### config.mk
export PLATFORM = sky130hd
export DESIGN_NAME = hs_xfer_tx
export DESIGN_NICKNAME = d
export VERILOG_FILES = /design/src/rtl/hs_xfer_pkg.sv /design/src/rtl/bit_sync.sv /design/src/rtl/hs_xfer_tx.sv
export SDC_FILE = /design/constraint.sdc
export NUM_CORES = 1
export LEC_CHECK = 0
export CORE_AREA = 2 2 39 41
export CTS_BUF_LIST = sky130_fd_sc_hd__clkbuf_2 sky130_fd_sc_hd__clkbuf_4 sky130_fd_sc_hd__clkbuf_8
export DETAILED_ROUTE_END_ITERATION = 16
export DIE_AREA = 0 0 41 43
export PLACE_DENSITY_LB_ADDON = 0.1
export SYNTH_ARGS = -nofsm -noshare
export SYNTH_HDL_FRONTEND = slang
export SYNTH_HIERARCHICAL = 1
export SYNTH_SLANG_ARGS = --single-unit
### constraint.sdc
create_clock -name clko -period 2.7 [get_ports clko]
set_clock_uncertainty 0.1 [all_clocks]
set_input_delay 0.405 -clock clko [delete_from_list [all_inputs] [get_ports clko]]
set_output_delay 0.405 -clock clko [all_outputs]
set_load 0.05 [all_outputs]
### src/rtl/hs_xfer_pkg.sv
// hs_xfer_pkg: shared state type for the 4-phase handshake source endpoint
package hs_xfer_pkg;
  typedef enum logic [1:0] {HS_IDLE, HS_REQ, HS_REL} hs_state_t;
endpackage

### src/rtl/bit_sync.sv
// bit_sync: LEN-deep async-reset flop chain bringing a level signal into clko
module bit_sync #(
  parameter int LEN = 3
) (
  input  logic clko,
  input  logic rst,
  input  logic d_i,
  output logic q_o
);
  if (LEN < 2) begin : g_len_chk
    $error("bit_sync: LEN must be >= 2");
  end
  logic [LEN-1:0] sync_q;
  always_ff @(posedge clko or posedge rst)
    if (rst) sync_q <= '0;
    else sync_q <= {sync_q[LEN-2:0], d_i};
  assign q_o = sync_q[LEN-1];
endmodule

### src/rtl/hs_xfer_tx.sv
// hs_xfer_tx: source side of a 4-phase req/ack CDC handshake with done pulse
// and sticky per-phase timeout flag.
module hs_xfer_tx
  import hs_xfer_pkg::*;
#(
  parameter int DW      = 8,
  parameter int LEN     = 3,
  parameter int TIMEOUT = 0
) (
  input  logic          clko,
  input  logic          rst,
  input  logic          valid_i,
  output logic          ready_o,
  input  logic [DW-1:0] data_i,
  output logic          req_o,
  output logic [DW-1:0] data_o,
  input  logic          ack_i,
  output logic          done_o,
  input  logic          err_clr_i,
  output logic          to_err_o
);
  localparam int TW = TIMEOUT > 0 ? $clog2(TIMEOUT + 1) : 1;
  localparam logic [TW-1:0] TMAX = TW'(TIMEOUT);
  hs_state_t state_q, state_d;
  logic req_q, req_d, done_q, done_d, err_q, err_d, ack_s, accept, to_set;
  logic [DW-1:0] data_q, data_d;
  logic [TW-1:0] timer_q, timer_d;
  bit_sync #(.LEN(LEN)) u_ack_sync (
    .clko (clko),
    .rst  (rst),
    .d_i  (ack_i),
    .q_o  (ack_s)
  );
  assign ready_o = (state_q == HS_IDLE) && !ack_s;
  assign accept  = valid_i && ready_o;
  always_comb begin
    state_d = state_q;
    done_d  = 1'b0;
    case (state_q)
      HS_IDLE: state_d = accept ? HS_REQ : HS_IDLE;
      HS_REQ:  state_d = ack_s ? HS_REL : HS_REQ;
      HS_REL: begin
        state_d = ack_s ? HS_REL : HS_IDLE;
        done_d  = !ack_s;
      end
      default: state_d = HS_IDLE;
    endcase
    req_d   = state_d == HS_REQ;
    data_d  = accept ? data_i : data_q;
    timer_d = (state_d != state_q || state_q == HS_IDLE) ? '0 :
              (timer_q == TMAX) ? timer_q : timer_q + TW'(1);
    // set only on the step into TMAX so a clear can stick while still waiting
    to_set  = (TIMEOUT > 0) && (timer_q != TMAX) && (timer_d == TMAX);
    err_d   = to_set || (err_q && !err_clr_i);
  end
  always_ff @(posedge clko or posedge rst)
    if (rst) begin
      state_q <= HS_IDLE;
      req_q   <= 1'b0;
      done_q  <= 1'b0;
      err_q   <= 1'b0;
      data_q  <= '0;
      timer_q <= '0;
    end else begin
      state_q <= state_d;
      req_q   <= req_d;
      done_q  <= done_d;
      err_q   <= err_d;
      data_q  <= data_d;
      timer_q <= timer_d;
    end
  assign req_o    = req_q;
  assign data_o   = data_q;
  assign done_o   = done_q;
  assign to_err_o = err_q;
endmodule

# Yosys cells after proc, flatten, opt, wreduce, memory -nomap -nowiden
# Index checks and enable logic that the tools add are counted.
dict set report word_totals {
  register_bits 16
  inputBits 13
}
dict set report op_classes {
  eq_ne 3
  muxes 5
  reduce_logical 6
}
# op n
set op_table {}
lappend op_table {{2-bit one-hot mux with 3 select lines} 1}
lappend op_table {{2-bit by 1-bit equality test with 1-bit output (second input constant)} 2}
lappend op_table {{2-bit two-way mux} 2}
lappend op_table {{1-bit logical AND} 3}
lappend op_table {{2-bit equality test (second input constant)} 1}
lappend op_table {{1-bit zero test} 2}
lappend op_table {{2-bit zero test} 1}
lappend op_table {{1-bit two-way mux} 2}

# Longest topological paths before layout
# Gate-level depths: netlist of run 1.
dict set report logic_depth {
  word_depth 6
  mapped_depth 2
  depth_no_buf 2
}

# Hierarchy
# Netlist of run 1, hierarchy kept.
# mod instances cells_per_inst area_each_um2 seq_area_each_um2
set modules_own_cells {}
lappend modules_own_cells {hs_xfer_tx 1 31 491.7 325.3}
lappend modules_own_cells {bit_sync 1 4 78.8 75.1}

# Least setup slack after synthesis of run 1
# No wires, ideal clock.
dict set report synth_timing {
  path_type {register -> output}
  from {register state_q[1]}
  to {output port ready_o}
  t_arrival_ns 1.542
  required_ns 2.195
  slack_ns 0.653
  stages_incl_launch_ff 2
  path_buffers 0
  cell_sequence {dfrtp_1 > nor3_1}
}
dict set report synth_via {
  elab_chain_cells 2
}
# element line_no
set synth_lines {}
lappend synth_lines {{from (decl)} hs_xfer_tx.sv:24} ;# hs_state_t state_q, state_d;
lappend synth_lines {{from (signal assigned)} hs_xfer_tx.sv:65} ;# state_q <= state_d;
lappend synth_lines {{2-bit zero test} hs_xfer_tx.sv:34} ;# assign ready_o = (state_q == HS_IDLE) && !ack_s;
lappend synth_lines {{1-bit logical AND} hs_xfer_tx.sv:34}
lappend synth_lines {{to (decl)} hs_xfer_tx.sv:13} ;# output logic ready_o,
# No other way between the ends.

# Worst setup path in the final report of run 1
dict set report layout_timing {
  from {register u_ack_sync.sync_q[2]}
  to {output port ready_o}
}
dict set report layout_via {
  elab_chain_cells 2
}
# element line_no
set layout_lines {}
lappend layout_lines {{from (decl)} bit_sync.sv:13} ;# logic [LEN-1:0] sync_q;
lappend layout_lines {{from (signal assigned)} bit_sync.sv:16} ;# else sync_q <= {sync_q[LEN-2:0], d_i};
lappend layout_lines {{1-bit zero test} hs_xfer_tx.sv:34}
lappend layout_lines {{1-bit logical AND} hs_xfer_tx.sv:34}
# No other way between the ends.

==> impl_metrics.csv, run 1 <==
group,metric,value,unit
worst_setup_path,path_cells,"nor3_1, clkdlybuf4s50_1",
timing,relSlewSlack,62.0,%
pwr,p_comb_share,38.5,%
yosys,syn_area_per_cell,16.3,um^2
hold_path,hp-class,"in -> async",
worst_setup_path,r2r_cells,2,
worst_setup_path,cp.arrival,1800,ps
die,die-area,1760,um^2
worst_setup_path,crit_slowest_cell,"clkdlybuf4s50_1",
grt,grt_first_pass_wirelength,1550,um
pwr,peakVddDrop,0.414,mV
yosys,synth_fp_nets,48,
worst_setup_path,crit_fanout,6,
route,first_iter_violations,2,
worst_setup_path,reg2reg_slack,1030,ps
layout,num_antenna_cells,0,
worst_setup_path,r2r-start,"u_ack_sync/sync_q[2]",
pwr,p_leak,0.377,nW
worst_setup_path,crit_path_max_incr_delay,830,ps
route,wl_per_cell,12.6,um
status,status,"finished clean",
cts,postCtsSetupBuffers,0,
cts,post_cts_resized,0,
layout,fin_area,867,um^2
worst_setup_path,cp.required,2190,ps
route,ant_nets,0,
timing,timing.hold.ws,185,ps
timing,rsz0062_at_grt,"no",
grt,grt-ovfl-total,0,
timing,worst_pin_slew,568,ps
yosys,yosysWarnings,6,
route,vias,372,
die,die-width,41,um
timing,fmax,434,MHz
yosys,seq_area_frac_synth,70.2,%
yosys,synth_area,571,um^2
die,core,1380,um^2
pwr,power_frac_clock,21.1,%
timing,layout_setup_ws,394,ps
layout,layout-drive-gt1-share,22.2,%
placement,place_inst,75,
worst_setup_path,end_kind,"output port",
cts,cts_tree,"done",
cts,path_clk_slew,90,ps
placement,place.port_buffers,24,
route,firstDrtPassIters,4,
worst_setup_path,worst_setup_path_start_kind,"flop",
layout,mostFrequentLayoutCell,"clkdlybuf4s50_1",
timing,setup_violations,0,
grt,first_global_vias,373,
die,die_y,43,um
layout,final_nets,77,
die,ios,25,
cts,ctsHtreeMaxLevel,1,
layout,layout_common_cells,"24 x clkdlybuf4s50_1, 16 x dfrtp_1, 8 x mux2_2, 3 x nor3_1, 3 x clkbuf_4",
cts,cts.sinks,16,
timing,final-hold-violation-count,0,
route,viasPerCell,4.71,
layout,finalCoreUtilization,62.7,%
timing,setup_tns,0,ps
placement,placed_cell_area,831,um^2
route,drc,0,
timing,post-route-min-period,2310,ps
cts,cts.path.max_buffers,2,
worst_setup_path,r2r-end,"data_o[2]",
run,cap_violations,0,
pwr,total_power,0.765,mW
pwr,pwr-share-seq,40.4,%
cts,cts_hold_buf,0,
pwr,p_switching,0.285,mW
placement,routabilityCongestion,0.683,
grt,grt_usage,13.8,%
grt,antenna_found_initial,0,
pwr,p_int,0.480,mW
grt,grt_max_degree,14,
yosys,synth_cells,35,
die,start_util,41.2,%
cts,cts-buffers-inserted,3,
timing,final-max-slew-violation-count,0,
cts,clk_latency,290,ps
placement,place_ws,648,ps
worst_setup_path,crit_type,"reg -> out",
yosys,ys_ff_latch,16,
timing,fin_crit_sh,85.4,%
cts,ctsRootBufferMaster,"clkbuf_4",
layout,stdcell_count,79,
pwr,power.density,882,nW/um^2
layout,nFillCells,126,
pwr,p_sw_share,37.2,%
layout,syn2layout_area_growth,52.0,%
placement,dp_hpwl,724,um
die,rows,14,
route,drt_wl_total,994,um
yosys,ys_types,10,
==> worst max-delay path, delay by kind of cell (launching register included) <==
kind | cells | cell delay [ps]
buffers and inverters | 1 | 830
and+or+nand+nor | 1 | 220
DFF | 1 | 470
==> cell usage after synthesis <==
cell type   n  share of area, %
nor2_1      1              0.66
nor4b_4     1               4.2
dfrtp_1    16                70
nor2b_1     1               1.1
mux2_2      8                16
inv_1       2               1.3
nor3_1      3               2.6
nor3b_1     1               1.3
xor2_1      1               1.5
and2_2      1               1.3
==> area by class of cell <==
class | count | area [um^2] | share of cell area (%)
clock buffers | 4 | 36.3 | 4.18
multi-input cells | 17 | 163 | 18.8
well taps | 16 | 20.0 | 2.31
flip-flops and latches | 16 | 400 | 46.2
inverters | 2 | 7.51 | 0.866
repair buffers | 24 | 240 | 27.7
==> kinds of logic (layout without fill, tap and decap cells) <==
group	count (synthesis)	in the layout	synth area share, %
DFF	16	16	70.2
muxes	8	8	15.8
and+or+nand+nor	8	8	11.2
buffers and inverters	2	30	1.32
xor gates and xnor gates	1	1	1.54
==> how the worst max path moves through the flow <==
| stage | depth (start not counted) | end | slack, ps | start |
|---|---|---|---|---|
| 5_1_grt | 2 | ready_o | 340 | u_ack_sync/sync_q[2] |
| 4_1_cts | 2 | ready_o | 370 | u_ack_sync/sync_q[2] |
| 3_5_place_dp | 3 | data_o[2] | 650 | valid_i |
| 6_report | 2 | ready_o | 390 | u_ack_sync/sync_q[2] |
| 2_1_floorplan | 1 | ready_o | 650 | state_q[1] |
| 3_3_place_gp | 3 | data_o[0] | 690 | valid_i |
==> power groups by stage <==
stage          logic, mW  registers (mW)  clock network, mW
4_1_cts            0.298           0.309              0.163
3_5_place_dp       0.298           0.314                  0
5_1_grt            0.309           0.314              0.172
3_3_place_gp       0.294           0.312                  0
2_1_floorplan     0.0565           0.446                  0
6_report           0.295           0.309              0.161
==> flip-flops by register name, summed over array words and instances (netlist names) <==
| register | flops |
|---|---|
| u_ack_sync/sync_q | 3 |
| to_err_o | 1 |
| done_o | 1 |
| req_o | 1 |
| data_o | 8 |
| state_q | 2 |
==> per-layer routing <==
layer	part of all wire, %	track usage (%)	up-vias
met3	9.0	4.71	5
li1	-	-	172
met1	39	14.8	177
met2	49	21.3	18
met4	3.2	10.0	0
met5	0	0	-
Power figures use the tool's default switching activity.
==> inputs of run 2 (changes only) <==
--- a/config.mk
+++ b/config.mk
@@ -5,10 +5,11 @@
 export SDC_FILE = /design/constraint.sdc
 export NUM_CORES = 1
 export LEC_CHECK = 0
-export CORE_AREA = 2 2 39 41
+export ABC_AREA = 1
+export CAP_MARGIN = 20
+export CORE_UTILIZATION = 46
 export CTS_BUF_LIST = sky130_fd_sc_hd__clkbuf_2 sky130_fd_sc_hd__clkbuf_4 sky130_fd_sc_hd__clkbuf_8
 export DETAILED_ROUTE_END_ITERATION = 16
-export DIE_AREA = 0 0 41 43
 export PLACE_DENSITY_LB_ADDON = 0.1
 export SYNTH_ARGS = -nofsm -noshare
 export SYNTH_HDL_FRONTEND = slang
==> run 2 against run 1 <==
  * Non-clock buffer count unchanged
  * Maximum frequency increased by 0.22%
  * Clock power decreased by 6%
  * Setup slack improved by 5.2 ps
  * Flip-flop and latch count unchanged
  * Cell area increased by 3.6%
  * Critical endpoint unchanged
  * Highest routed layer is now met3
==> impl_metrics.csv, run 2 <==
group,metric,value,unit
cts,cts_hold_buf,0,
hold_path,hp-class,"in -> async",
timing,setup_tns,0,ps
yosys,yosysMostFrequentCell,"nand2_1",
timing,fmax,435,MHz
route,vias,472,
worst_setup_path,crit_type,"reg -> out",
yosys,yosysWarnings,6,
timing,post-route-min-period,2300,ps
die,ios,25,
layout,num_antenna_cells,0,
cts,cts.path.max_buffers,2,
layout,largest_register_ffs,8,
route,drt_wl_total,1080,um
yosys,post-synth-top-area-cell,"dfrtp_1",
worst_setup_path,startpoint,"u_ack_sync/sync_q[2]",
cts,path_clk_slew,90,ps
worst_setup_path,r2r-start,"u_ack_sync/sync_q[2]",
placement,routabilityCongestion,0.778,
cts,cts_tree,"done",
yosys,seq_area_frac_synth,65.7,%
cts,post_cts_resized,0,
die,core,1170,um^2
timing,final-hold-violation-count,0,
timing,worst_pin_slew,514,ps
yosys,synth_area_leaders,"dfrtp_1 66%, nand2_1 11%, nand4_1 8.2%",
yosys,synth_edf_count,0,
route,drc,0,
layout,finalCoreUtilization,76.7,%
die,start_util,52.0,%
placement,dp_hpwl,831,um
yosys,synthTopCellsByCount,"18 x nand2_1, 16 x dfrtp_1, 8 x nand4_1, 4 x inv_1",
status,status,"finished clean",
layout,stdcell_count,97,
grt,antenna_found_initial,0,
route,ant_nets,0,
cts,ctsHtreeMaxLevel,1,
yosys,ys_types,12,
timing,final-max-slew-violation-count,0,
placement,place_inst,93,
yosys,synth_fp_nets,69,
worst_setup_path,r2r_cells,4,
timing,setup_violations,0,
route,viasPerCell,4.87,
layout,mostFrequentLayoutCell,"clkdlybuf4s50_1",
grt,grt_first_pass_wirelength,1870,um
timing,fin_crit_sh,85.2,%
run,cap_violations,0,
worst_setup_path,r2r-end,"data_o[2]",
timing,relSlewSlack,65.6,%
die,rows,12,
cts,ctsRootBufferMaster,"clkbuf_4",
cts,postCtsSetupBuffers,0,
worst_setup_path,reg2reg_slack,1500,ps
route,wl_per_cell,11.1,um
yosys,synth_flop_cell,"dfrtp_1",
yosys,synth_async_sr_flop_share,100,%
yosys,ys_ff_latch,16,
cts,cts.sinks,16,
worst_setup_path,worst_setup_path_start_kind,"flop",
grt,first_global_vias,457,
grt,grt_max_degree,14,
cts,cts-buffers-inserted,3,
layout,layout_common_cells,"24 x clkdlybuf4s50_1, 18 x nand2_1, 16 x dfrtp_1, 8 x nand4_1, 4 x inv_1",
worst_setup_path,cp.required,2190,ps
worst_setup_path,crit_fanout,6,
pwr,p_leak,0.421,nW
route,firstDrtPassIters,4,
pwr,peakVddDrop,0.452,mV
yosys,yosysTopAreaCellShare,65.7,%
route,first_iter_violations,8,
timing,rsz0062_at_grt,"no",
layout,layout-drive-gt1-share,8.43,%
layout,final_nets,97,
yosys,synth_area,609,um^2
layout,syn2layout_area_growth,47.4,%
worst_setup_path,end_kind,"output port",
yosys,synth_cells,56,
placement,place.port_buffers,24,
grt,grt_usage,19.2,%
die,die-width,38.4,um
die,die_y,38.4,um
grt,grt-ovfl-total,0,
die,die-area,1470,um^2
yosys,syn_area_per_cell,10.9,um^2
pwr,total_power,0.790,mW
cts,clk_latency,280,ps
worst_setup_path,cp.arrival,1800,ps
pwr,power.density,879,nW/um^2
[run 2: power by group]
group | switching [mW] | leakage (nW) | internal, mW
clock | 0.0696 | 0.0210 | 0.0819
combinational | 0.216 | 0.199 | 0.107
sequential | 0.0290 | 0.201 | 0.285
total | 0.315 | 0.421 | 0.475
[run 2: routing by layer]
layer  part of all wire (%)  GRT usage (%)
met3                    4.8           3.49
met2                     54           33.5
met1                     41           23.4
met4                      0           7.76
met5                      0              0
[run 2: critical path: stages, from the launching register on]
cell and delay (ps):
dfrtp_1 480, nor3_1 220, clkdlybuf4s50_1 830
[run 2: layout make-up]
cell class / count / area, um^2
Clock buffer: 4 / 36.3
Inverter: 5 / 18.8
Timing Repair Buffer: 24 / 240
Fill cell: 83 / 273
Tap cell: 14 / 17.5
Sequential cell: 16 / 400
Multi-Input combinational cell: 34 / 185
[run 2: cells by family after synthesis]
family | after synthesis | synth area share (%)
buffers and inverters | 6 | 3.90
and+or+nand+nor | 31 | 27.5
DFF | 16 | 65.7
AOI/OAI and AO/OA | 3 | 2.88
[run 2: how the worst max path moves through the flow]
stage	end	slack, ps	depth (start not counted)
finish	ready_o	400	2
global route	ready_o	300	2
CTS	ready_o	390	2
detailed placement	ready_o	690	2
global placement	ready_o	710	2
floorplan	ready_o	620	1
[run 2: through the flow]
stage          hold slack (ps)  cell area (um^2)  setup slack (ps)
2_1_floorplan             58.6               609               618
3_3_place_gp               238               862               711
3_5_place_dp               240               862               695
4_1_cts                    220               898               389
5_1_grt                    202               898               298
6_report                   213               898               399
==> inputs of run 3 (changes only) <==
--- a/config.mk
+++ b/config.mk
@@ -11,6 +11,7 @@
 export CTS_BUF_LIST = sky130_fd_sc_hd__clkbuf_2 sky130_fd_sc_hd__clkbuf_4 sky130_fd_sc_hd__clkbuf_8
 export DETAILED_ROUTE_END_ITERATION = 16
 export PLACE_DENSITY_LB_ADDON = 0.1
+export SETUP_SLACK_MARGIN = 0.2
 export SYNTH_ARGS = -nofsm -noshare
 export SYNTH_HDL_FRONTEND = slang
 export SYNTH_HIERARCHICAL = 1
==> results of run 3 <==
Same layout as run 2: the final DEF is identical, and so are final timing and power.
